<file path="src/rtl/pipe_hazard_ctrl.sv">
// pipe_hazard_ctrl: hazard and sequencing controller for the pipelined core.
// Resolves load-use stalls and taken-branch flushes, and serialises stores to
// the UART TX register by issuing a one-cycle start and freezing the pipeline
// until the transmitter has accepted and finished the byte.
// Optional build macro: PIPE_HAZARD_CTRL_PERF_EN adds saturating stall/flush
// performance counters and their output ports.
module pipe_hazard_ctrl #(
  parameter int REG_W       = 5,
  parameter int ARM_TIMEOUT = 16
`ifdef PIPE_HAZARD_CTRL_PERF_EN
  , parameter int CNT_W     = 16
`endif
) (
  input  logic             clk,
  input  logic             reset,
  input  logic [REG_W-1:0] rs1_d,
  input  logic [REG_W-1:0] rs2_d,
  input  logic [REG_W-1:0] rd_e,
  input  logic             memread_e,
  input  logic             br_taken_e,
  input  logic             uart_wr_m,
  input  logic             uart_busy,
  output logic             stall_f,
  output logic             stall_d,
  output logic             flush_d,
  output logic             flush_e,
  output logic             stall_all,
  output logic             uart_start,
  output logic             uart_err,
  output logic [1:0]       state
`ifdef PIPE_HAZARD_CTRL_PERF_EN
  , output logic [CNT_W-1:0] stall_cnt
  , output logic [CNT_W-1:0] flush_cnt
`endif
);

  typedef enum logic [1:0] {
    RUN  = 2'b00,
    ARM  = 2'b01,
    BUSY = 2'b10,
    ILL  = 2'b11
  } state_t;

  localparam int             TMR_W    = $clog2(ARM_TIMEOUT);
  localparam logic [TMR_W-1:0] TMR_LAST = TMR_W'(ARM_TIMEOUT - 1);

  state_t           state_q;
  state_t           state_nxt;
  logic [TMR_W-1:0] timer;
  logic             load_use;
  logic             arm_expired;

  assign state = state_q;

  // Load in execute whose (non-zero) destination feeds the decode instruction.
  assign load_use = memread_e && (rd_e != '0) &&
                    ((rd_e == rs1_d) || (rd_e == rs2_d));

  // Last ARM cycle with no sign of the transmitter going busy.
  assign arm_expired = (state_q == ARM) && !uart_busy && (timer == TMR_LAST);

  // State register.
  // NOTE: sequential state uses non-blocking (<=) so every flop samples
  // pre-edge values; blocking here would create order-dependent races.
  always_ff @(posedge clk or negedge reset) begin
    if (!reset) state_q <= RUN;
    else        state_q <= state_nxt;
  end

  // ARM wait timer (restarts whenever ARM is entered) and sticky error flag.
  always_ff @(posedge clk or negedge reset) begin
    if (!reset) begin
      timer    <= '0;
      uart_err <= 1'b0;
    end else begin
      timer <= (state_q == ARM) ? timer + 1'b1 : '0;
      if (arm_expired) uart_err <= 1'b1;
    end
  end

  // Next-state logic.
  always_comb begin
    // NOTE: default assignment first so no path leaves the signal unassigned,
    // which would otherwise infer a latch.
    state_nxt = state_q;
    unique case (state_q)
      RUN:  if (uart_wr_m && !uart_busy) state_nxt = ARM;
      ARM:  begin
              if (uart_busy)        state_nxt = BUSY;
              else if (arm_expired) state_nxt = RUN;
            end
      BUSY: if (!uart_busy) state_nxt = RUN;
      ILL:  state_nxt = RUN;
    endcase
  end

  // Mealy outputs; held low while reset is asserted.
  always_comb begin
    stall_f    = 1'b0;
    stall_d    = 1'b0;
    flush_d    = 1'b0;
    flush_e    = 1'b0;
    stall_all  = 1'b0;
    uart_start = 1'b0;
    if (reset) begin
      unique case (state_q)
        RUN: begin
          if (uart_wr_m) begin
            // Freeze while the UART is busy; start only when it is idle.
            stall_all  = 1'b1;
            uart_start = !uart_busy;
          end else if (br_taken_e) begin
            flush_d = 1'b1;
            flush_e = 1'b1;
          end else if (load_use) begin
            stall_f = 1'b1;
            stall_d = 1'b1;
            flush_e = 1'b1;
          end
        end
        ARM, BUSY: stall_all = 1'b1;
        ILL:       ;
      endcase
    end
  end

`ifdef PIPE_HAZARD_CTRL_PERF_EN
  // Saturating performance counters.
  always_ff @(posedge clk or negedge reset) begin
    if (!reset) begin
      stall_cnt <= '0;
      flush_cnt <= '0;
    end else begin
      if ((stall_f || stall_all) && !(&stall_cnt)) stall_cnt <= stall_cnt + 1'b1;
      if (flush_d && !(&flush_cnt))                flush_cnt <= flush_cnt + 1'b1;
    end
  end
`endif

endmodule

</file>
<file path="config.mk">
export PLATFORM = sky130hd
export DESIGN_NAME = pipe_hazard_ctrl
export DESIGN_NICKNAME = d
export VERILOG_FILES = /design/src/rtl/pipe_hazard_ctrl.sv
export SDC_FILE = /design/constraint.sdc
export NUM_CORES = 1
export LEC_CHECK = 0
export CAP_MARGIN = 20
export CORE_UTILIZATION = 40
export DETAILED_ROUTE_END_ITERATION = 16
export PLACE_DENSITY = 0.94
export SKIP_LAST_GASP = 1
export SYNTH_ARGS = -nofsm -noshare
export SYNTH_HDL_FRONTEND = slang
export SYNTH_SLANG_ARGS = --single-unit
</file>
<file path="constraint.sdc">
create_clock -name clk -period 3.2 [get_ports clk]
set_input_delay 0.64 -clock clk [delete_from_list [all_inputs] [get_ports clk]]
set_output_delay 0.64 -clock clk [all_outputs]
set_load 0.1 [all_outputs]
</file>
==> flow_summary.toml, run 1 <==
[status]
status = "completed"

[setup_path]
endpoint_kind = "output pin"
path_max_fanout = 3
critPathArrivalTime_ps = 2250
cp_cell_sequence = "clkdlybuf4s50_1 > or4_4 > o211ai_2 > o21bai_2 > buf_12"
critical_path_class = "in2out"
slowest_delay_ps = 570
worstSetupStartpointType = "input pin"
regToRegSetupSlack_ps = 1640
critPathSlowestCell = "or4_4"
cp.required_ps = 2560

[floorplanning]
die_y_um = 39.60
row_count = 13
io-pin-count = 30
die_w_um = 39.60
coreArea_um2 = 1301
start_util_pct = 43.46
dieArea_um2 = 1568

[clocking]
cts_setup_buffers = 0
cts_root_buf = "clkbuf_4"
cts_hold_buf = 0
clkSinkCount = 7
clockBufferDepth = 2
cts_made_buffers = 3
cts_tree = "yes"
clk-insertion-delay-late_ps = 260
cts.reportedPaths.clkPinSlew_ps = 50
h-tree-depth = 1
ctsResizeCount = 0

[placement]
place_congestion = 0.6555
dp_hpwl_mm = 1.119
io_buffers = 29

[timing]
maxSlewViolCount = 0
slew_headroom_pct = 74.03
hold_viol = 0
fin_crit_ps = 2887
finalSetupTns_ps = 0
finClkSkew_ps = 9.415
rsz0062_at_grt = "no"
max_freq_mhz = 346.4
tightest_slew_ps = 389.5
fin_crit_sh_pct = 90.21
setup_viol = 0

[detailed_routing]
drt_iter0_drc = 4
drc_errors = 0
drt-total-wl_mm = 1.342
first_pass_iters = 2
drt-wirelength-per-cell_um = 12.78
vias = 513
routed_via_density = 4.886
final_antenna_net_count = 0

[cells_and_area]
nets = 118
antenna_cells = 0
fillers = 100
multi_input_area_um2 = 404.1
drive_above_1_share_pct = 24.44
final_util_pct = 75.77
area_growth_pct = 74.34
seqCellArea_um2 = 175.2

[logic_synthesis]
synth_warnings = 0
syn-num-nets = 84
synth.area.top_cells = "dfrtp_1 31%, xor2_1 17%, ha_1 13%"
syn-instance-count = 57
yosysTopAreaCell = "dfrtp_1"
yosys_register_bits = 7
synth_top_area_share_pct = 30.97
ys_seq_area_share_pct = 30.97
syn_area_per_cell_um2 = 9.922
synth_cell_types = 22
synthesis.area_um2 = 565.5

[grt]
antenna_found_initial = 0
grt_max_degree = 9
overflow = 0
grt_use_total_pct = 20.83
grt_pass1_vias = 487
grt_pass1_wl_mm = 2.035

[run]
cap_violations = 0

[power_and_ir_drop]
peakVddDrop_mv = 0.5532
p_leak_nw = 0.4487
p_per_area_nw_per_um2 = 624.9

[hold_path]
min_path_type = "reg2reg"
==> routing by layer <==
| layer | track usage, % | share of wire, % |
|---|---|---|
| met1 | 19.01 | 35 |
| met2 | 35.66 | 48 |
| met3 | 12.50 | 16 |
| met4 | 10.34 | 0.89 |
| met5 | 0 | 0 |
==> logic make-up (layout without fill, tap and decap cells) <==
| kind of cell | count (synthesis) | count (layout) | synth area share, % |
|---|---|---|---|
| AO/OA/AOI/OAI | 7 | 7 | 11.28 |
| multiplexers | 1 | 1 | 2.654 |
| XOR/XNOR | 12 | 12 | 18.58 |
| adder cells (fa/ha/maj) | 6 | 6 | 13.27 |
| AND/OR/NAND/NOR | 20 | 20 | 19.91 |
| flip-flops | 7 | 7 | 30.97 |
| buffers and inverters | 4 | 37 | 3.319 |
==> cell usage in the layout, fill, tap and decap left out, types with 2 or more instances in the layout <==
| cell | netlist | layout |
|---|---|---|
| and2_1 | 4 | 3 |
| nand3_1 | 2 | 2 |
| nor3_1 | 4 | 2 |
| clkbuf_4 | 0 | 3 |
| clkdlybuf4s50_1 | 0 | 20 |
| buf_12 | 0 | 6 |
| inv_1 | 3 | 3 |
| nor2_1 | 4 | 4 |
| dfrtp_1 | 7 | 7 |
| ha_1 | 6 | 6 |
| xor2_1 | 11 | 11 |
| buf_4 | 1 | 4 |
==> stage by stage <==
stage / cell area (um2) / setup WS (ps) / total power [mW] / std cells / hold slack, ps
after detailed placement: 959.7 / 315.5 / 0.5396 / 101 / 457.6
final: 985.9 / 313.4 / 0.6161 / 105 / 458.9
after floorplan: 598.1 / -232.3 / 0.4172 / 57 / 344.4
after global placement: 959.7 / 364.5 / 0.5316 / 101 / 444.4
after global routing: 985.9 / 252.8 / 0.6569 / 105 / 478.0
after CTS: 985.9 / 309.1 / 0.6230 / 105 / 465.0
==> worst paths after layout <==
check	startpoint	endpoint	cells after the start
setup / recovery	rd_e[1]	flush_e	5
hold / removal	timer[0]$_DFF_PN0_	timer[0]$_DFF_PN0_	1
setup reg to reg	state[0]$_DFFE_PN0P_	state[0]$_DFFE_PN0P_	5
hold reg to reg	timer[0]$_DFF_PN0_	timer[0]$_DFF_PN0_	1
max in group asynchronous	reset	timer[0]$_DFF_PN0_	2
min in group asynchronous	reset	uart_err$_DFFE_PN0P_	2
==> layout make-up <==
class	count	area share, %
well taps	15	1.904
inverters	3	1.142
flip-flops and latches	7	17.77
multi-input cells	46	40.99
repair buffers	30	35.53
clock buffers	4	2.665
==> power by group <==
part / total (mW) / switching, mW / internal (mW)
registers: 0.132 / 0.0217 / 0.110
clock network: 0.0805 / 0.0329 / 0.0476
logic: 0.404 / 0.253 / 0.150
total: 0.616 / 0.308 / 0.308
==> state kept, by name, indices dropped and copies added, names as in the netlist <==
signal,cells
state,2
uart_err,1
timer,4
==> Yosys cell counts <==
cell,count
xor2_1,11
dfrtp_1,7
ha_1,6
and2_1,4
nor2_1,4
nor3_1,4
inv_1,3
nand3_1,2
nor3b_1,2
o21bai_1,2
a21oi_1,1
a221oi_2,1
a22o_1,1
a22oi_1,1
buf_4,1
mux2_4,1
nand2_1,1
nand2b_1,1
nor2b_1,1
o211ai_2,1
or4_4,1
xnor2_1,1
==> critical path, delay by kind of cell <==
family / cells / cell delay, ps
simple gates: 1 / 570
buf+inv: 2 / 680
compound gates: 2 / 350
(Power assumes the default switching activity.)
==> run 2: changes to the inputs <==
CTS_CLUSTER_SIZE = 20   (was not set)
==> results of run 2 <==
Same layout as run 1: the final DEF is identical, and so are final timing and power.
